## src/rtl/tl_switch_param_pkg.sv

```systemverilog
// Shared types and helpers for the parametrised transaction-layer switch.
package tl_pkg;

    typedef enum logic [2:0] {
        S_RESET  = 3'd0,
        S_INIT   = 3'd1,
        S_IDLE   = 3'd2,
        S_ACTIVE = 3'd3,
        S_ERROR  = 3'd4
    } state_e;

    localparam int DEFAULT_BAJO = 1;

    function automatic int default_alto(input int depth);
        return depth - 2;
    endfunction

    // Destination channel lives in the top dsw bits of a dw-bit word.
    function automatic int unsigned dest_field(input logic [63:0] word,
                                               input int unsigned dw,
                                               input int unsigned dsw);
        return 32'((word >> (dw - dsw)) & ((64'd1 << dsw) - 64'd1));
    endfunction

endpackage

```

## src/rtl/tl_switch_param_fifo_sync.sv

```systemverilog
// Synchronous FIFO with occupancy count. REG_OUT=1 registers data_out on pop;
// REG_OUT=0 exposes the head word combinationally (first-word fall-through).
module fifo_sync #(
    parameter int DW      = 10,
    parameter int DEPTH   = 8,
    parameter bit REG_OUT = 1'b1
) (
    input  logic                   clk,
    input  logic                   reset,
    input  logic                   push,
    input  logic                   pop,
    input  logic [DW-1:0]          data_in,
    output logic [DW-1:0]          data_out,
    output logic [$clog2(DEPTH):0] count,
    output logic                   full,
    output logic                   empty
);
    localparam int AW = $clog2(DEPTH);

    logic [DW-1:0] mem_q [DEPTH];
    logic [AW-1:0] wr_ptr_q;
    logic [AW-1:0] rd_ptr_q;
    logic [AW:0]   count_q;
    logic          do_push;
    logic          do_pop;

    assign full    = (count_q == (AW+1)'(DEPTH));
    assign empty   = (count_q == '0);
    assign count   = count_q;
    assign do_pop  = pop && !empty;
    assign do_push = push && (!full || do_pop);

    always_ff @(posedge clk) begin
        if (do_push) begin
            mem_q[wr_ptr_q] <= data_in;
        end
    end

    always_ff @(posedge clk) begin
        if (!reset) begin
            wr_ptr_q <= '0;
            rd_ptr_q <= '0;
            count_q  <= '0;
        end else begin
            if (do_push) wr_ptr_q <= wr_ptr_q + AW'(1);
            if (do_pop)  rd_ptr_q <= rd_ptr_q + AW'(1);
            case ({do_push, do_pop})
                2'b10:   count_q <= count_q + (AW+1)'(1);
                2'b01:   count_q <= count_q - (AW+1)'(1);
                default: count_q <= count_q;
            endcase
        end
    end

    generate
        if (REG_OUT) begin : g_reg
            logic [DW-1:0] data_out_q;
            always_ff @(posedge clk) begin
                if (!reset) begin
                    data_out_q <= '0;
                end else if (do_pop) begin
                    data_out_q <= mem_q[rd_ptr_q];
                end
            end
            assign data_out = data_out_q;
        end else begin : g_fwft
            assign data_out = mem_q[rd_ptr_q];
        end
    endgenerate

endmodule

```

## src/rtl/tl_switch_param.sv

```systemverilog
// NCH x NCH transaction-layer switch: input FIFOs drained one word per cycle by a
// round-robin arbiter into destination output FIFOs, under a control FSM.
module tl_switch_param
    import tl_pkg::*;
#(
    parameter int  NCH   = 4,
    parameter int  DW    = 10,
    parameter int  DEPTH = 8,
    parameter int  CW    = 5,
    localparam int TW    = $clog2(DEPTH) + 1,
    localparam int DSW   = $clog2(NCH)
) (
    input  logic              clk,
    input  logic              reset,
    input  logic              init,
    input  logic [TW-1:0]     umbral_alto,
    input  logic [TW-1:0]     umbral_bajo,
    input  logic [NCH*DW-1:0] data_in,
    input  logic [NCH-1:0]    push,
    input  logic [NCH-1:0]    pop,
    output logic [NCH*DW-1:0] data_out,
    output logic [NCH-1:0]    in_full,
    output logic [NCH-1:0]    in_almost_full,
    output logic [NCH-1:0]    out_empty,
    output logic [NCH-1:0]    out_almost_empty,
    input  logic              req,
    input  logic [DSW-1:0]    idx,
    output logic              valid_contador,
    output logic [CW-1:0]     contador_out,
    output logic [2:0]        state,
    output logic              error,
    output logic              idle
);
    state_e        state_q;
    logic [TW-1:0] alto_q, bajo_q;
    logic [DSW-1:0] rr_q;
    logic          valid_q;
    logic [CW-1:0] cout_q;
    logic [CW-1:0] cnt_q [NCH];

    logic [DW-1:0]  in_head   [NCH];
    logic [TW-1:0]  in_count  [NCH];
    logic [TW-1:0]  out_count [NCH];
    logic [DSW-1:0] in_dest   [NCH];
    logic [NCH-1:0] in_full_w, in_empty_w, out_full_w, out_empty_w;
    logic [NCH-1:0] in_push, in_pop, out_push, out_pop;
    logic [NCH-1:0] push_err, pop_err, eligible;

    logic           ops_en, err_any, move, grant_valid;
    logic [DSW-1:0] grant_idx, grant_dest;
    logic [DW-1:0]  grant_word;

    assign ops_en  = (state_q == S_INIT) || (state_q == S_IDLE) || (state_q == S_ACTIVE);
    assign err_any = ops_en && ((|push_err) || (|pop_err));

    genvar gi;
    generate
        for (gi = 0; gi < NCH; gi++) begin : g_ch
            fifo_sync #(.DW(DW), .DEPTH(DEPTH), .REG_OUT(1'b0)) u_in (
                .clk, .reset,
                .push(in_push[gi]), .pop(in_pop[gi]),
                .data_in(data_in[gi*DW +: DW]), .data_out(in_head[gi]),
                .count(in_count[gi]), .full(in_full_w[gi]), .empty(in_empty_w[gi])
            );
            fifo_sync #(.DW(DW), .DEPTH(DEPTH), .REG_OUT(1'b1)) u_out (
                .clk, .reset,
                .push(out_push[gi]), .pop(out_pop[gi]),
                .data_in(grant_word), .data_out(data_out[gi*DW +: DW]),
                .count(out_count[gi]), .full(out_full_w[gi]), .empty(out_empty_w[gi])
            );

            assign in_dest[gi]  = DSW'(dest_field(64'(in_head[gi]), DW, DSW));
            // The full check only matters when alto exceeds DEPTH.
            assign eligible[gi] = !in_empty_w[gi] && !out_full_w[in_dest[gi]]
                                  && (out_count[in_dest[gi]] < alto_q);

            assign in_pop[gi]   = move && (grant_idx == DSW'(gi));
            assign out_push[gi] = move && (grant_dest == DSW'(gi));
            assign push_err[gi] = push[gi] && in_full_w[gi] && !in_pop[gi];
            assign in_push[gi]  = ops_en && push[gi] && !push_err[gi];
            assign pop_err[gi]  = pop[gi] && out_empty_w[gi];
            assign out_pop[gi]  = ops_en && pop[gi] && !out_empty_w[gi];

            assign in_almost_full[gi]   = (in_count[gi] >= alto_q);
            assign out_almost_empty[gi] = (out_count[gi] <= bajo_q);

            always_ff @(posedge clk) begin
                if (!reset) begin
                    cnt_q[gi] <= '0;
                end else if (out_pop[gi]) begin
                    cnt_q[gi] <= cnt_q[gi] + CW'(1);
                end
            end
        end
    endgenerate

    // Scan from rr_q downwards in priority so the closest eligible channel wins last.
    always_comb begin
        grant_valid = 1'b0;
        grant_idx   = '0;
        for (int off = NCH - 1; off >= 0; off--) begin
            if (eligible[rr_q + DSW'(off)]) begin
                grant_valid = 1'b1;
                grant_idx   = rr_q + DSW'(off);
            end
        end
    end

    assign move       = grant_valid && (state_q == S_ACTIVE);
    assign grant_word = in_head[grant_idx];
    assign grant_dest = in_dest[grant_idx];

    always_ff @(posedge clk) begin
        if (!reset) begin
            state_q <= S_RESET;
            alto_q  <= TW'(default_alto(DEPTH));
            bajo_q  <= TW'(DEFAULT_BAJO);
            rr_q    <= '0;
            valid_q <= 1'b0;
            cout_q  <= '0;
        end else begin
            valid_q <= (state_q == S_IDLE) && req;
            if ((state_q == S_IDLE) && req) cout_q <= cnt_q[idx];
            if (move) rr_q <= grant_idx + DSW'(1);
            case (state_q)
                S_RESET: state_q <= S_INIT;
                S_INIT: begin
                    alto_q <= umbral_alto;
                    bajo_q <= umbral_bajo;
                    if (err_any)   state_q <= S_ERROR;
                    else if (!init) state_q <= S_IDLE;
                end
                S_IDLE: begin
                    if (err_any)            state_q <= S_ERROR;
                    else if (init)          state_q <= S_INIT;
                    else if (!(&in_empty_w)) state_q <= S_ACTIVE;
                end
                S_ACTIVE: begin
                    if (err_any)   state_q <= S_ERROR;
                    else if (init) state_q <= S_INIT;
                    else if ((&in_empty_w) && (&out_empty_w) && !move) state_q <= S_IDLE;
                end
                default: state_q <= S_ERROR;
            endcase
        end
    end

    assign in_full        = in_full_w;
    assign out_empty      = out_empty_w;
    assign valid_contador = valid_q;
    assign contador_out   = cout_q;
    assign state          = state_q;
    assign error          = (state_q == S_ERROR);
    assign idle           = (state_q == S_IDLE);

endmodule

```

## config.mk

```make
export PLATFORM = sky130hd
export DESIGN_NAME = tl_switch_param
export DESIGN_NICKNAME = d
export VERILOG_FILES = /design/src/rtl/tl_switch_param_pkg.sv /design/src/rtl/tl_switch_param_fifo_sync.sv /design/src/rtl/tl_switch_param.sv
export SDC_FILE = /design/constraint.sdc
export NUM_CORES = 1
export LEC_CHECK = 0
export CAP_MARGIN = 25
export CORE_AREA = 2 2 300 302
export DETAILED_ROUTE_END_ITERATION = 7
export DIE_AREA = 0 0 302 304
export GPL_TIMING_DRIVEN = 1
export PLACE_DENSITY = 0.58
export SKIP_CTS_REPAIR_TIMING = 1
export SLEW_MARGIN = 20
export SYNTH_ARGS = -nofsm -noshare
export SYNTH_HDL_FRONTEND = slang
export SYNTH_HIERARCHICAL = 1
export SYNTH_SLANG_ARGS = --single-unit
```

## constraint.sdc

```tcl
create_clock -name clk -period 11.75 [get_ports clk]
set_clock_uncertainty 0.1 [all_clocks]
set_input_delay 1.7625 -clock clk [delete_from_list [all_inputs] [get_ports clk]]
set_output_delay 1.7625 -clock clk [all_outputs]
set_load 0.02 [all_outputs]
```

# Yosys cells after proc, flatten, opt, wreduce, memory -nomap -nowiden
# Memory sizes are Yosys's and may differ from the RTL's. A register that Yosys moved wholly into a read port is not among the register bits.
# Cells that the tools add are included.
[totals] ff_bits=94 mem_bits_rw=660 word_cells=383 mem_count=9
[memory_table] name="g_ch[0].u_in.mem_q" words=8 word_bits=10 rd=1 rd_clocked_by_memory_dff=1 wr=1 line="tl_switch_param_fifo_sync.sv:20" text="logic [DW-1:0] mem_q [DEPTH];"
[memory_table] name="g_ch[0].u_out.mem_q" words=8 word_bits=10 rd=1 rd_clocked_by_memory_dff=1 wr=1 line="tl_switch_param_fifo_sync.sv:20"
[memory_table] name="g_ch[1].u_in.mem_q" words=8 word_bits=10 rd=1 rd_clocked_by_memory_dff=1 wr=1 line="tl_switch_param_fifo_sync.sv:20"
[memory_table] name="g_ch[1].u_out.mem_q" words=8 word_bits=10 rd=1 rd_clocked_by_memory_dff=1 wr=1 line="tl_switch_param_fifo_sync.sv:20"
[memory_table] name="g_ch[2].u_in.mem_q" words=8 word_bits=10 rd=1 rd_clocked_by_memory_dff=1 wr=1 line="tl_switch_param_fifo_sync.sv:20"
[memory_table] name="g_ch[2].u_out.mem_q" words=8 word_bits=10 rd=1 rd_clocked_by_memory_dff=1 wr=1 line="tl_switch_param_fifo_sync.sv:20"
[memory_table] name="3 more memories"
[classes] n_addsub=40 magnitude_cmp=25 n_eq_ne=37 muxes=100 n_bitwise=9 n_reduce_logical=134
[ops] cell="1-bit logical AND" count=65
[ops] cell="4-bit one-hot mux with 2 select lines" count=8
[ops] cell="3-bit by 1-bit adder with 3-bit output (second input constant)" count=16
[ops] cell="3-bit 2-to-1 mux" count=16
[ops] cell="1-bit 2-to-1 mux" count=41
[ops] cell="1-bit logical NOT" count=34
[ops] cell="4-bit by 1-bit adder with 4-bit output (second input constant)" count=8
[ops] cell="4-bit binary-select mux with 2-bit select" count=4
[ops] cell="4-bit equality test (second input constant)" count=8
[ops] cell="4-bit logical NOT" count=8
[ops] cell="4-bit 2-to-1 mux" count=8
[ops] cell="4-bit by 1-bit subtractor with 4-bit output (second input constant)" count=8
[ops] cell="2-bit equality test (second input constant)" count=12
[ops] cell="2-bit by 3-bit < comparator with 1-bit output (second input constant)" count=8
[ops] cell="5-bit by 1-bit adder with 5-bit output (second input constant)" count=4
[ops] cell="10-bit binary-select mux with 2-bit select" count=1
[ops] cell="2-bit by 1-bit equality test with 1-bit output (second input constant)" count=10
[ops] cell="10-bit 2-to-1 mux" count=2
[ops] cell="5-bit 2-to-1 mux" count=4
[ops] cell="1-bit binary-select mux with 2-bit select" count=8
[ops] cell="4-bit >= comparator" count=4
[ops] cell="4-bit less-or-equal comparator" count=4
[ops] cell="4-bit < comparator" count=4
[ops] cell="2-bit nonzero test" count=8
[ops] cell="20 further kinds" count=52

# Logic depth before layout (Yosys ltp)
[depth] word_depth=21 mapped_depth=25

# Modules after synthesis
# Netlist, hierarchy kept.
[by_module_without_submodules] module="fifo_sync (g_ch[0].u_in ...)" instances=4 cells_each=198 area_per_inst_um2=3737.3
[by_module_without_submodules] module="fifo_sync (g_ch[0].u_out ...)" instances=3 cells_each=233 area_per_inst_um2=4013.8
[by_module_without_submodules] module="tl_switch_param" instances=1 cells_each=408 area_per_inst_um2=4061.4
[by_module_without_submodules] module="fifo_sync (g_ch[1].u_out)" instances=1 cells_each=233 area_per_inst_um2=4011.3

# Worst setup path before layout
# No wires, ideal clock.
[synth_timing] kind="register to register" startpoint="register with a tool-made name" endpoint="memory g_ch[3].u_out.mem_q[0][0], enable pin" t_arrival_ns=5.666 required_ns=11.246 setup_slack_ns=5.581 stages_incl_launch_ff=18 synth_period_minus_slack_ns=6.169 cell_sequence="dfxtp_1 buf_2 mux4_2 mux2_2 buf_6 mux4_2 ha_1 o211ai_1 o31ai_1 or3b_1 nand4_4 mux2i_1 mux2_2 inv_1 and3_1 clkbuf_8 o21ai_4 nor4_1"
[synth_lines] element="end, declared" line="tl_switch_param_fifo_sync.sv:20"

==> impl_results.md <==
* Clock buffer depth at 3
* Port Buf Inserts at 128
* Crit path max-delay cell type: dfxtp_1
* Die Y at 304 um
* Share of cells above drive strength 1 at 22.06%
* Post-synthesis sequential area ratio at 65.14%
* H-tree Lvls at 3
* Worst Path Required at 12.19 ns
* Core footprint at 89,050 um2
* Clock transition at path regs at 0.06 ns
* Synthesis-to-finish area growth at 17.36%
* PwrDens at 159.4 nW/um2
* CTS tree: yes
* WS Path Type: register to register
* Final Hold Fails at 0
* Slew headroom at 30.58%
* Die area at 91,810 um2
* Fillcell total at 7,541
* Post-synth EDFFs at 660
* Critical-path cell list: mux4_2, mux2_2, mux4_2, ha_1, o211ai_1, o31ai_1, or3b_1, nand4_4, inv_1, ha_1, nand2_1, a21oi_1, inv_1, nand2b_1, inv_1, ha_1, a21oi_1, nand4_1, a32o_1, o21a_1
* Final Instance Area at 41,150 um2
* Via density at 5.350
* DP HPWL at 52,320 um
* Post-Syn Instances at 2,132
* Root Buffer: clkbuf_16
* Max-cap violations at 0
* Initial Utilization at 39.38%
* Multi-input logic area at 11,580 um2
* Placed Instances at 3,405
* CP arrival at 7.62 ns
* GPL Wtd Cong at 0.8019
* Ys Warns at 6
* Syn Area/Cell at 16.45 um2
* Startpoint types: register
* Synth cell count leaders: edfxtp_1 (660), mux4_2 (179), nor2_1 (152)
* CTS sink cnt at 811
* Async SR Flop Fraction at 0%
* Synthesized Nets at 2,286
* Final Net Count at 2,486
* Via count at 19,170
* Initial DRC Count at 1,537
* DRT antenna net count at 0
* Critical Path Fanout Max at 23
* GR Overflow Total at 0
* Total CTS buffers at 89
* Critical Path End Type: register
* Largest net degree at the start of global routing at 67
* Setup TNS at 0 ns
* Min Tclk post-route at 7.178 ns
* Post-layout power at 6560 uW
* Count leader, synth: edfxtp_1
* CP max stage delay at 1.01 ns
* # setup viols final at 0
* WL/cell at 22.17 um
* Most used DFF post-synth: edfxtp_1
* Crit path buf inv count at 3
* Reg area at 22,840 um2
* Yosys reg bits at 811
* Post-Syn Area at 35,060 um2
* Gr usage total at 17.29%
* Ranking of synthesized cells by area: edfxtp_1 (57%), mux4_2 (11%), dfxtp_1 (8.6%), ha_1 (3.0%), mux2i_1 (2.3%)
* Global-route wire length before repair at 120,200 um
* Min Hold Slack at 0.3994 ns
* Clk Latency, worst-skew pair at 0.66 ns
* First-pass iteration count of the detailed router at 7
* Crit share post-route at 61.09%
* Synth cell types at 70
* # diodes at 0
* VDD IR max at 118.1 uV
* Yosys top cell by area: edfxtp_1
* Cell Count, Final, Fillers Out at 3,583
* Top-area cell type share of the netlist area at 56.52%
* Final slew viol count at 0
* Rows at 110
* Least-Margin Pin Slew at 1.037 ns
* Fmax achieved at 139.3 MHz
* Hold WC Path Type: register to register
* Status: completed
* Leak at 0.01359 uW
* RSZ-0062 raised after global routing: no
* Initial antenna violation count at 2
* Vias in the first global route at 19,710
* Delay-heaviest family, CP: compound AO/OA/AOI/OAI gates
* Final wirelength at 79,420 um
* Top-Level Pins at 129
* Placed Instance Area at 37,920 um2
* Die width at 302 um
* Post-route DRC at 0
==> per-layer routing <==
metal | vias up | global-route usage [%] | wire, um
met2 | 471 | 28.41 | 38650
met4 | 2 | 5.135 | 1804
met5 | - | 0 | 13
li1 | 8761 | - | -
met3 | 121 | 3.320 | 4440
met1 | 9814 | 23.32 | 34510
==> through the flow <==
step / util, % / worst slack [ns]
2_1_floorplan: - / 5.581
3_3_place_gp: 42.41 / 4.306
3_5_place_dp: 42.58 / 4.167
4_1_cts: 46.05 / 4.123
5_1_grt: 46.21 / 4.068
6_report: 46.21 / 4.572
==> power breakdown <==
group          internal (uW)  switching (uW)  total (uW)
combinational            155             301         456
clock                   1720            1150        2870
sequential              3200            34.8        3230
total                   5070            1490        6560
==> layout by cell type, fill, tap and decap left out, drive strengths merged, types with 7 or more instances in the layout <==
| master | netlist | layout |
|---|---|---|
| o311a | 8 | 8 |
| dfxtp | 151 | 151 |
| ha | 84 | 84 |
| clkinvlp | 0 | 8 |
| nor4b | 8 | 8 |
| xor2 | 32 | 32 |
| nor3 | 41 | 41 |
| mux4 | 181 | 181 |
| nor4 | 9 | 9 |
| o211ai | 27 | 27 |
| nand2b | 50 | 50 |
| nor2b | 9 | 9 |
| mux2 | 53 | 53 |
| bufinv | 0 | 13 |
| and3 | 8 | 8 |
| buf | 57 | 77 |
| xnor2 | 36 | 36 |
| fa | 8 | 8 |
| nand2 | 57 | 57 |
| nor3b | 7 | 7 |
| and2 | 14 | 14 |
| o21ai | 75 | 75 |
| nand3 | 20 | 20 |
| a21oi | 88 | 88 |
| or3 | 9 | 9 |
| mux2i | 81 | 81 |
| inv | 61 | 65 |
| nand4 | 11 | 11 |
| edfxtp | 660 | 660 |
| a211oi | 21 | 21 |
| clkinv | 4 | 36 |
| clkdlybuf4s50 | 0 | 127 |
| nor2 | 152 | 152 |
| clkbuf | 38 | 109 |
==> flip-flops by register name (all words and copies together) (netlist names), named ones only <==
| signal | cells |
|---|---|
| g_ch.u_in/mem_q | 320 |
| g_ch.u_in/count | 16 |
| g_ch.u_out/data_out | 40 |
| state | 3 |
| g_ch.u_out/rd_ptr_q | 12 |
| alto_q | 4 |
| rr_q | 2 |
| g_ch.u_in/rd_ptr_q | 12 |
| bajo_q | 4 |
| g_ch.u_out/count | 16 |
| contador_out | 5 |
| g_ch.u_out/mem_q | 320 |
| g_ch.u_out/wr_ptr_q | 12 |
| g_ch.u_in/wr_ptr_q | 12 |
| valid_contador | 1 |
| cnt_q | 20 |
==> cell families after synthesis <==
group	count (synthesis)	share of synthesized area [%]
AOI/OAI and AO/OA	270	5.609
xor gates and xnor gates	68	1.699
adders and majority gates	92	3.454
buffers and inverters	160	2.409
DFF	811	65.14
muxes	315	15.70
and+or+nand+nor	416	5.988
==> worst reg2reg max path: stages, from the launching register on <==
cell and delay (ns):
dfxtp_1 1.01, mux4_2 0.42, mux2_2 0.39, mux4_2 0.47
ha_1 0.35, o211ai_1 0.11, o31ai_1 0.55, or3b_1 0.25
nand4_4 0.47, inv_1 0.25, ha_1 0.20, nand2_1 0.07
a21oi_1 0.67, inv_1 0.24, nand2b_1 0.20, inv_1 0.09
ha_1 0.32, a21oi_1 0.31, nand4_1 0.16, a32o_1 0.29
o21a_1 0.16
==> layout make-up <==
class / count / share of cell area [%]
multi-input cells: 1161 / 28.14
inverters: 65 / 0.5929
repair buffers: 204 / 4.685
clock buffers: 109 / 5.692
flip-flops and latches: 811 / 55.51
clock inverters: 57 / 1.812
well taps: 1176 / 3.576
==> final timing paths <==
kind,startpoint,endpoint,slack (ns),cells past startpoint
max,register,g_ch[2].u_in/count[3],4.57,20
min,contador_out[1],contador_out[1],0.40,2
max reg2reg,register,g_ch[2].u_in/count[3],4.57,20
min reg2reg,contador_out[1],contador_out[1],0.40,2
No activity file was read; power rests on OpenSTA's default activity.
